<file path="src/rtl/vector_load_unit.sv">
// Vector load stage: gathers WIDTH words from data memory, then writes one RF vector.
// Optional strided addressing is enabled by defining VLU_STRIDE_EN.
module vector_load_unit #(
    parameter int WIDTH  = 16,
    parameter int ADDR_W = 16
) (
    input  logic                        clk,
    input  logic                        rst_n,
    input  logic                        start,
    input  logic [ADDR_W-1:0]           base_addr,
`ifdef VLU_STRIDE_EN
    input  logic [ADDR_W-1:0]           stride,
`endif
    input  logic [4:0]                  vd,
    output logic                        busy,
    output logic                        done,
    output logic                        mem_req,
    output logic [ADDR_W-1:0]           mem_addr,
    input  logic                        mem_gnt,
    input  logic                        mem_rvalid,
    input  logic [WIDTH-1:0]            mem_rdata,
    output logic                        wev,
    output logic [4:0]                  rd,
    output logic [WIDTH-1:0][WIDTH-1:0] wd
);

    localparam int IW = (WIDTH > 1) ? $clog2(WIDTH) : 1;

    typedef enum logic [1:0] {
        S_IDLE,
        S_REQ,
        S_WAIT,
        S_WRITE
    } state_t;

    state_t                      r_state;
    state_t                      w_next;
    logic [IW-1:0]               r_idx;
    logic [ADDR_W-1:0]           r_addr;
    logic [ADDR_W-1:0]           w_stride;
    logic [4:0]                  r_vd;
    logic [WIDTH-1:0][WIDTH-1:0] r_buf;
    logic                        w_last;

`ifdef VLU_STRIDE_EN
    logic [ADDR_W-1:0]           r_stride;
    assign w_stride = r_stride;
`else
    assign w_stride = ADDR_W'(1);
`endif

    assign w_last = (r_idx == IW'(WIDTH - 1));

    always_ff @(posedge clk or negedge rst_n) begin
        if (!rst_n) begin
            r_state <= S_IDLE;
        end else begin
            r_state <= w_next;
        end
    end

    always_comb begin
        w_next = r_state;
        unique case (r_state)
            S_IDLE:  if (start) w_next = S_REQ;
            S_REQ:   if (mem_gnt) w_next = S_WAIT;
            S_WAIT:  if (mem_rvalid) w_next = w_last ? S_WRITE : S_REQ;
            S_WRITE: w_next = S_IDLE;
            default: w_next = S_IDLE;
        endcase
    end

    // Buffer is only written on accepted read data; it doubles as the wd output.
    always_ff @(posedge clk or negedge rst_n) begin
        if (!rst_n) begin
            r_idx  <= '0;
            r_addr <= '0;
            r_vd   <= '0;
            r_buf  <= '0;
`ifdef VLU_STRIDE_EN
            r_stride <= '0;
`endif
        end else if (r_state == S_IDLE && start) begin
            r_idx  <= '0;
            r_addr <= base_addr;
            r_vd   <= vd;
`ifdef VLU_STRIDE_EN
            r_stride <= stride;
`endif
        end else if (r_state == S_WAIT && mem_rvalid) begin
            r_buf[r_idx] <= mem_rdata;
            if (!w_last) begin
                r_idx  <= r_idx + 1'b1;
                r_addr <= r_addr + w_stride;
            end
        end
    end

    assign busy     = (r_state != S_IDLE);
    assign mem_req  = (r_state == S_REQ);
    assign wev      = (r_state == S_WRITE);
    assign done     = wev;
    assign mem_addr = r_addr;
    assign rd       = r_vd;
    assign wd       = r_buf;

endmodule

</file>
<file path="config.mk">
export PLATFORM = sky130hd
export DESIGN_NAME = vector_load_unit
export DESIGN_NICKNAME = d
export VERILOG_FILES = /design/src/rtl/vector_load_unit.sv
export SDC_FILE = /design/constraint.sdc
export NUM_CORES = 1
export LEC_CHECK = 0
export ABC_AREA = 1
export ABC_CLOCK_PERIOD_IN_PS = 1800
export CAP_MARGIN = 5
export CORE_ASPECT_RATIO = 0.8
export CORE_MARGIN = 2
export CORE_UTILIZATION = 35
export DETAILED_ROUTE_END_ITERATION = 7
export PLACE_DENSITY = 0.63
export SLEW_MARGIN = 0
export SYNTH_ARGS = -nofsm -noshare
export SYNTH_HDL_FRONTEND = slang
export SYNTH_SLANG_ARGS = --single-unit
</file>
<file path="constraint.sdc">
create_clock -name clk -period 1.8 [get_ports clk]
set_input_delay 0.27 -clock clk [delete_from_list [all_inputs] [get_ports clk]]
set_output_delay 0.27 -clock clk [all_outputs]
set_load 0.03 [all_outputs]
</file>
==> results of run 1 <==
==> area by class of cell <==
cell class	instances	area (um^2)
sequential	283	7080
clock inverter	8	97.6
multi-input combinational	714	3230
fill	2937	14900
tap	413	517
clock buffer	45	856
timing repair buffer	369	3520
inverter	50	188
==> power by group through the flow <==
| stage | clock (mW) | sequential [mW] | combinational (mW) |
|---|---|---|---|
| finish | 6.03 | 8.86 | 8.30 |
| global route | 6.45 | 9.07 | 8.92 |
| CTS | 6.15 | 8.86 | 8.35 |
| detailed placement | 0 | 9.01 | 9.39 |
| global placement | 0 | 8.97 | 9.29 |
| floorplan | 0 | 11.8 | 2.20 |
==> sequential cells by signal (all words and copies together), names as in the netlist <==
register and flops:
wd 256, mem_addr 16, rd 5, r_idx 4
r_state 2
==> logic make-up after synthesis <==
family	share of synthesized area, %
compound gates	13.2
xor+xnor	0.162
fa+ha+maj	0.578
buf+inv	4.79
flops	65.4
simple gates	15.8
==> cells in the final DEF, fill, tap and decap left out, types with 3 or more instances in the layout <==
cell	synthesis	routed
a211oi_1	3	3
a21oi_1	212	212
buf_12	0	24
buf_4	4	22
clkbuf_1	27	9
clkbuf_16	0	29
clkbuf_8	0	7
clkdlybuf4s50_1	0	40
clkinv_2	0	3
clkinvlp_4	0	3
dfrtp_1	283	282
dlygate4sd2_1	0	277
ha_1	5	5
inv_1	44	44
inv_2	6	6
nand2_1	135	135
nand3_1	20	20
nand4_1	3	3
nor2_1	243	242
nor2_2	16	17
o21ai_0	56	56
o21ai_1	4	4
==> worst max-delay path by stage <==
stage                     depth (start not counted)  slack (ns)                        to
after global placement                            8       -0.03       wd[113]$_DFFE_PN0P_
after floorplan                                  10        0.25  mem_addr[12]$_DFFE_PN0P_
final                                             1         0.1               mem_addr[2]
after detailed placement                          8       -0.06        wd[49]$_DFFE_PN0P_
after global routing                              8       0.004   mem_addr[7]$_DFFE_PN0P_
after CTS                                         3       0.002                       wev
==> what timing repair did <==
action                                  CTS  global route
hold buffers                              1             0
setup buffers                             0             1
hold endpoints to repair                215             0
endpoints found under the setup margin  281             4
pin swaps                                 0             1
resized for setup                       289             4
==> metal layers <==
metal | vias up | wire length, um | global-route usage (%)
li1 | 4276 | - | -
met1 | 4284 | 15800 | 30.3
met2 | 304 | 15100 | 32.1
met3 | 43 | 2730 | 5.51
met4 | 0 | 629 | 4.28
met5 | - | 0 | 0
==> impl_metrics.csv, run 1 <==
group,metric,value,unit
run_status,status,"completed",
die,ios,323,
critical_path,regToRegStartpoint,"r_idx[0]$_DFFE_PN0P_",
die,dieHeight,161,um
die,core,0.0304,mm^2
critical_path,crit_path_max_incr_delay,0.45,ns
logic_synthesis,yosysTopAreaCell,"dfrtp_1",
cts,cts_made_buffers,29,
die,die_area,0.0324,mm^2
sta,setup_viol,0,
cts,cts-root-buf,"clkbuf_16",
critical_path,timing.rr.end,"mem_addr[7]$_DFFE_PN0P_",
layout,final_cells,1882,
cts,clk_path_buf_depth,3,
sta,slew_violations,0,
layout,finalCoreUtilization,51.0,%
sta,hold_ws,0.209,ns
layout,stdcell_area,0.0155,mm^2
logic_synthesis,synth_cell_types,29,
sta,clock_skew,0.0157,ns
route,viasPerCell,4.73,
cts,clk_pin_slew,0.06,ns
critical_path,critPathLaunch,"mem_addr[2]$_DFFE_PN0P_",
logic_synthesis,synth_edf_count,0,
cts,cts.sinks,283,
critical_path,crit_required,1.53,ns
logic_synthesis,async_flop_share,100,%
critical_path,worstSetupPathType,"flop to output port",
sta,hold_viol_final,0,
power_and_ir_drop,total_power,23.2,mW
sta,relSlewSlack,44.2,%
power_and_ir_drop,pwr-share-comb,35.8,%
layout,n_antenna_cell,0,
placement,place.gp.congestion,0.803,
logic_synthesis,syn_inst,1118,
logic_synthesis,synth_most_common_cell,"dfrtp_1",
logic_synthesis,netlist_top_cells_count,"283 x dfrtp_1, 243 x nor2_1, 212 x a21oi_1",
critical_path,cp_slowest_cell,"dlygate4sd2_1",
placement,place_hpwl,23400,um
die,floorplan.initialDensity,35.6,%
critical_path,reg2regPathDepth,8,
power_and_ir_drop,p_leak,8.39,nW
route,wl_per_cell,18.2,um
logic_synthesis,yosys_warnings,0,
power_and_ir_drop,seqPwrFrac,38.2,%
sta,fin_crit_sh,94.7,%
sta,max_freq,587,MHz
layout,fin_nets,1494,
logic_synthesis,synth.area.top_cells,"dfrtp_1 65%, a21oi_1 9.8%, nor2_1 8.4%, nand2_1 4.7%, o21ai_0 2.6%",
grt,grt_pass1_wl,52800,um
critical_path,worstPathArrival,1.43,ns
cts,clock_latency,0.54,ns
placement,dp_slack,-0.0563,ns
route,vias,8907,
power_and_ir_drop,switching_share,39.3,%
sta,layout_min_cycle_time,1.70,ns
power_and_ir_drop,p_int,14.1,mW
die,rows,57,
logic_synthesis,ys.flop_type,"dfrtp_1",
critical_path,crit_path_cell_trace,"dlygate4sd2_1",
logic_synthesis,synth.top_cell.area_share,65.4,%
grt,grt_max_degree,59,
grt,grtUsageTotal,21.0,%
critical_path,critPathLaunchType,"flop",
layout,drive_gt1_share,8.51,%
logic_synthesis,synth_seq_cells,283,
route,drt-initial-drc-count,507,
power_and_ir_drop,vdd_drop_max,0.000813,V
cts,cts_tree,"done",
critical_path,critPathCaptureType,"output port",
route,antenna_left,0,
route,wirelength,34300,um
job,max_cap_violations,0,
placement,place_inst,1827,
placement,io_buffers,322,
sta,tightest_slew,0.836,ns
critical_path,cpLargestDelayFamily,"buffers and inverters",
cts,cts_max_level,1,
die,fp.dieW,201,um
route,dr.pass1.iters,4,
grt,antenna_found_initial,0,
route,drc_errors,0,
critical_path,critPathBufInv,1,
power_and_ir_drop,power.density,1500,mW/mm^2
placement,postPlaceCellArea,0.0149,mm^2
logic_synthesis,netlist_area,0.0108,mm^2
grt,first_global_vias,8577,
logic_synthesis,syn_nets,1165,
sta,tns,0,ns
logic_synthesis,yosysSeqAreaShare,65.4,%
critical_path,reg2reg_setup_slack,0.18,ns
logic_synthesis,avgSynthCellArea,9.69,um^2
power_and_ir_drop,p_switching,9.11,mW
critical_path,crit_fanout,6,
min_path,hold_class,"input pin to async pin",
layout,syn2layout_area_growth,43.1,%
power_and_ir_drop,pwr-share-clk,26.0,%
grt,grt_overflow,0,
sta,setup_ws,0.0954,ns
sta,grt_setup_unrepaired,"false",
No activity file was read; power rests on OpenSTA's default activity.
==> run 2: changes to the inputs <==
--- a/config.mk
+++ b/config.mk
@@ -13,7 +13,7 @@
 export CORE_UTILIZATION = 35
 export DETAILED_ROUTE_END_ITERATION = 7
 export PLACE_DENSITY = 0.63
-export SLEW_MARGIN = 0
+export SKIP_CTS_REPAIR_TIMING = 1
 export SYNTH_ARGS = -nofsm -noshare
 export SYNTH_HDL_FRONTEND = slang
 export SYNTH_SLANG_ARGS = --single-unit
==> run 2 against run 1 <==
Compared with the run above:
- first-iteration DRC count rose by 12%
- register-to-register slack barely moved
- via count barely moved
- cell area rose by 6.8%
- flip-flop and latch count did not move
- clock power barely moved
- sequential share of layout area fell by 2.9 points
- die area did not move
- sequential power barely moved
- non-clock buffer count did not move
==> impl_metrics.csv, run 2 (same netlist as run 1, synthesis figures left out) <==
group,metric,value,unit
sta,setup_viol,0,
placement,place_hpwl,23400,um
cts,clock_latency,0.54,ns
sta,clock_skew,0.0156,ns
sta,max_freq,588,MHz
route,dr.pass1.iters,5,
route,drc_errors,0,
layout,fin_nets,1494,
route,wirelength,34900,um
power_and_ir_drop,power.density,1450,mW/mm^2
cts,cts-root-buf,"clkbuf_16",
grt,grt_max_degree,59,
cts,clk_pin_slew,0.06,ns
critical_path,worstPathArrival,1.43,ns
critical_path,cp_slowest_cell,"dfrtp_1",
grt,grt_overflow,0,
route,drt-initial-drc-count,567,
cts,cts.sinks,283,
sta,tns,0,ns
min_path,hold_class,"input pin to async pin",
critical_path,timing.rr.end,"mem_addr[7]$_DFFE_PN0P_",
critical_path,crit_path_max_incr_delay,0.44,ns
layout,seq_area,0.00708,mm^2
sta,tightest_slew,0.849,ns
critical_path,regToRegStartpoint,"r_idx[0]$_DFFE_PN0P_",
critical_path,critPathCaptureType,"output port",
die,fp.dieW,201,um
critical_path,worstSetupPathType,"flop to output port",
die,rows,57,
sta,slew_violations,0,
critical_path,critPathLaunchType,"flop",
grt,first_global_vias,8559,
sta,hold_ws,0.223,ns
sta,grt_setup_unrepaired,"false",
sta,fin_crit_sh,94.4,%
route,viasPerCell,4.73,
cts,cts_tree,"done",
critical_path,critPathBufInv,2,
run_status,status,"completed",
layout,multi_input_area,0.00323,mm^2
critical_path,crit_required,1.53,ns
route,antenna_left,0,
route,vias,8908,
critical_path,reg2regPathDepth,8,
grt,grtUsageTotal,20.9,%
layout,syn2layout_area_growth,52.8,%
cts,cts_max_level,1,
critical_path,crit_path_cell_trace,"nor2_1 > inv_1 > dlymetal6s2s_1",
layout,fill_cells,2674,
power_and_ir_drop,p_leak,11.9,nW
placement,postPlaceCellArea,0.0149,mm^2
placement,io_buffers,322,
cts,cts_made_buffers,29,
layout,n_antenna_cell,0,
die,floorplan.initialDensity,35.6,%
layout,largest_register_ff_count,256,
die,dieHeight,161,um
power_and_ir_drop,vdd_drop_max,0.000873,V
grt,antenna_found_initial,0,
die,ios,323,
layout,drive_gt1_share,8.17,%
layout,layout_commonest_cell,"dfrtp_1",
sta,layout_min_cycle_time,1.70,ns
critical_path,crit_fanout,5,
layout,stdcell_area,0.0165,mm^2
job,max_cap_violations,0,
placement,place.gp.congestion,0.803,
power_and_ir_drop,total_power,24.0,mW
sta,hold_viol_final,0,
die,die_area,0.0324,mm^2
sta,relSlewSlack,43.3,%
critical_path,cpLargestDelayFamily,"flip-flops",
grt,grt_pass1_wl,52500,um
cts,clk_path_buf_depth,3,
critical_path,reg2reg_setup_slack,0.17,ns
route,wl_per_cell,18.5,um
die,core,0.0304,mm^2
layout,final_cell_mix,"283 x dfrtp_1, 280 x dlymetal6s2s_1, 243 x nor2_1, 212 x a21oi_1, 135 x nand2_1",
-- run 2: cell types whose count changed in the layout (fill, tap and decap cells not counted), sizes merged --
cell           delta
dlygate4sd2     -277
buf               -1
clkbuf            -1
clkdlybuf4s15     -1
dlymetal6s2s    +280
-- run 2: final cells by class --
type | instances | share of cell area (%)
clock buffers | 45 | 5.17
clock inverters | 8 | 0.590
inverters | 50 | 1.13
multi-input cells | 714 | 19.5
flip-flops and latches | 283 | 42.8
well taps | 413 | 3.12
repair buffers | 369 | 27.7
-- run 2: layer usage --
| metal | routed length, um | global-route usage, % | up-vias |
|---|---|---|---|
| met5 | 0 | 0 | - |
| met4 | 590 | 4.18 | 0 |
| met3 | 2650 | 5.61 | 39 |
| met2 | 15600 | 31.9 | 292 |
| met1 | 16000 | 30.1 | 4300 |
| li1 | - | - | 4277 |
-- run 2: stage by stage --
| stage | util, % | std cells | setup WS [ns] |
|---|---|---|---|
| 2_1_floorplan | - | 1118 | 0.248 |
| 3_3_place_gp | 48.9 | 1827 | -0.0266 |
| 3_5_place_dp | 48.9 | 1827 | -0.0563 |
| 4_1_cts | 52.1 | 1880 | -0.389 |
| 5_1_grt | 54.5 | 1882 | 0.00233 |
| 6_report | 54.5 | 1882 | 0.100 |
-- run 2: how the worst max path moves through the flow --
stage | start | cells past startpoint | slack (ns) | to
after floorplan | mem_addr[1]$_DFFE_PN0P_ | 10 | 0.25 | mem_addr[12]$_DFFE_PN0P_
after global placement | mem_rvalid | 8 | -0.03 | wd[113]$_DFFE_PN0P_
after detailed placement | mem_rvalid | 8 | -0.06 | wd[49]$_DFFE_PN0P_
after CTS | r_state[1]$_DFFE_PN0P_ | 2 | -0.39 | mem_req
after global routing | r_idx[0]$_DFFE_PN0P_ | 8 | 0.002 | mem_addr[7]$_DFFE_PN0P_
final | r_state[1]$_DFFE_PN0P_ | 3 | 0.10 | busy
-- run 2: power breakdown --
group / switching, mW / internal, mW
clock network: 2.49 / 3.54
logic: 5.68 / 3.47
registers: 0.978 / 7.88
total: 9.14 / 14.9
==> run 3: changes to the inputs <==
--- a/config.mk
+++ b/config.mk
@@ -8,7 +8,7 @@
 export ABC_AREA = 1
 export ABC_CLOCK_PERIOD_IN_PS = 1800
 export CAP_MARGIN = 5
-export CORE_ASPECT_RATIO = 0.8
+export CORE_ASPECT_RATIO = 0.75
 export CORE_MARGIN = 2
 export CORE_UTILIZATION = 35
 export DETAILED_ROUTE_END_ITERATION = 7
==> run 3 against run 2 <==
Compared with the run above:
- clock-buffer cell count shrank 5
- sequential power is essentially flat
- critical path depth is 1 lower
- flip-flop and latch count is the same
- combinational power about the same
- via count is 2.1% higher
- highest routed layer unchanged
==> impl_metrics.csv, run 3 (same netlist as run 1, synthesis figures left out) <==
group,metric,value,unit
run_status,status,"completed",
cts,cts_tree,"done",
die,floorplan.initialDensity,35.8,%
cts,clk_path_buf_depth,3,
die,core,0.0303,mm^2
min_path,hold_class,"input pin to async pin",
layout,finalCoreUtilization,54.6,%
job,max_cap_violations,0,
critical_path,critPathLaunchType,"flop",
placement,postPlaceCellArea,0.0149,mm^2
power_and_ir_drop,switching_share,38.2,%
die,fp.dieW,207,um
grt,grt_overflow,0,
route,antenna_left,0,
critical_path,worstSetupPathType,"flop to output port",
power_and_ir_drop,p_leak,11.9,nW
layout,multi_input_area,0.00323,mm^2
sta,hold_ws,0.198,ns
power_and_ir_drop,total_power,24.1,mW
cts,clock_latency,0.55,ns
layout,fill_cells,2731,
die,dieHeight,156,um
power_and_ir_drop,p_switching,9.21,mW
sta,clock_skew,0.00871,ns
die,die_area,0.0324,mm^2
placement,place.gp.congestion,0.849,
die,rows,55,
layout,stdcell_area,0.0165,mm^2
cts,cts-root-buf,"clkbuf_16",
sta,relSlewSlack,50.1,%
sta,hold_viol_final,0,
critical_path,timing.rr.end,"wd[201]$_DFFE_PN0P_",
placement,place_hpwl,23800,um
route,dr.pass1.iters,4,
layout,n_antenna_cell,0,
sta,slew_violations,0,
route,drt-initial-drc-count,491,
route,vias,9093,
grt,first_global_vias,8721,
sta,max_freq,585,MHz
cts,cts_max_level,1,
critical_path,regToRegStartpoint,"r_idx[0]$_DFFE_PN0P_",
layout,layout_commonest_cell,"dfrtp_1",
power_and_ir_drop,pwr-share-clk,25.5,%
cts,cts_made_buffers,29,
grt,grt_pass1_wl,52700,um
die,ios,323,
power_and_ir_drop,p_int,14.9,mW
cts,clk_pin_slew,0.07,ns
power_and_ir_drop,pwr-share-comb,37.8,%
critical_path,critPathCaptureType,"output port",
sta,setup_ws,0.0919,ns
power_and_ir_drop,vdd_drop_max,0.000801,V
layout,drive_gt1_share,8.37,%
sta,setup_viol,0,
sta,layout_min_cycle_time,1.71,ns
sta,tightest_slew,0.748,ns
critical_path,crit_fanout,5,
critical_path,worstPathArrival,1.44,ns
critical_path,reg2regPathDepth,9,
placement,place_inst,1815,
route,wirelength,35300,um
layout,final_cell_mix,"283 x dfrtp_1, 280 x dlymetal6s2s_1, 243 x nor2_1, 212 x a21oi_1, 135 x nand2_1",
grt,grt_max_degree,60,
route,viasPerCell,4.87,
layout,fin_nets,1495,
power_and_ir_drop,power.density,1460,mW/mm^2
placement,io_buffers,322,
critical_path,reg2reg_setup_slack,0.14,ns
layout,final_cells,1868,
grt,antenna_found_initial,0,
route,drc_errors,0,
power_and_ir_drop,seqPwrFrac,36.7,%
grt,grtUsageTotal,20.9,%
layout,largest_register_ff_count,256,
sta,fin_crit_sh,94.9,%
layout,seq_area,0.00708,mm^2
layout,syn2layout_area_growth,52.6,%
cts,cts.sinks,283,
placement,dp_slack,-0.0869,ns
critical_path,crit_required,1.53,ns
sta,tns,0,ns
route,wl_per_cell,18.9,um
## run 3: cell types whose count changed in the layout (fill, tap and decap cells not counted), sizes merged
cell	change
clkbuf	-6
bufinv	+1
clkinv	+2
buf	+2
inv	+1
## run 3: worst max-delay path, stage by stage (launching register included)
cell and delay, ns:
dfrtp_1 0.44, nor2_1 0.21, buf_2 0.24
## run 3: area by class of cell
type                            instances  area share (%)
Multi-Input combinational cell        714            19.5
Inverter                               50            1.14
Clock buffer                           40            4.94
Sequential cell                       283            42.8
Tap cell                              399            3.02
Clock inverter                         12           0.908
Timing Repair Buffer                  370            27.6
## run 3: how the worst max path moves through the flow
stage	slack, ns	endpoint	from
4_1_cts	-0.42	mem_req	r_state[1]$_DFFE_PN0P_
2_1_floorplan	0.25	mem_addr[12]$_DFFE_PN0P_	mem_addr[1]$_DFFE_PN0P_
5_1_grt	-0.02	wd[201]$_DFFE_PN0P_	r_idx[0]$_DFFE_PN0P_
6_report	0.09	mem_req	r_state[1]$_DFFE_PN0P_
3_3_place_gp	-0.06	wd[192]$_DFFE_PN0P_	mem_rvalid
3_5_place_dp	-0.09	wd[201]$_DFFE_PN0P_	mem_rvalid
## run 3: per-layer routing
metal	track usage, %	up-vias	routed length, um
li1	-	4296	-
met3	4.96	53	2100
met1	30.4	4453	16800
met4	5.20	0	788
met2	31.5	291	15700
met5	0	-	0
## run 3: power by group through the flow
stage / Sequential, mW / Clock (mW) / Combinational [mW]
finish: 8.86 / 6.15 / 9.14
global route: 9.07 / 6.57 / 9.77
CTS: 8.93 / 6.31 / 9.43
detailed placement: 9.00 / 0 / 9.40
global placement: 8.97 / 0 / 9.29
floorplan: 11.8 / 0 / 2.20
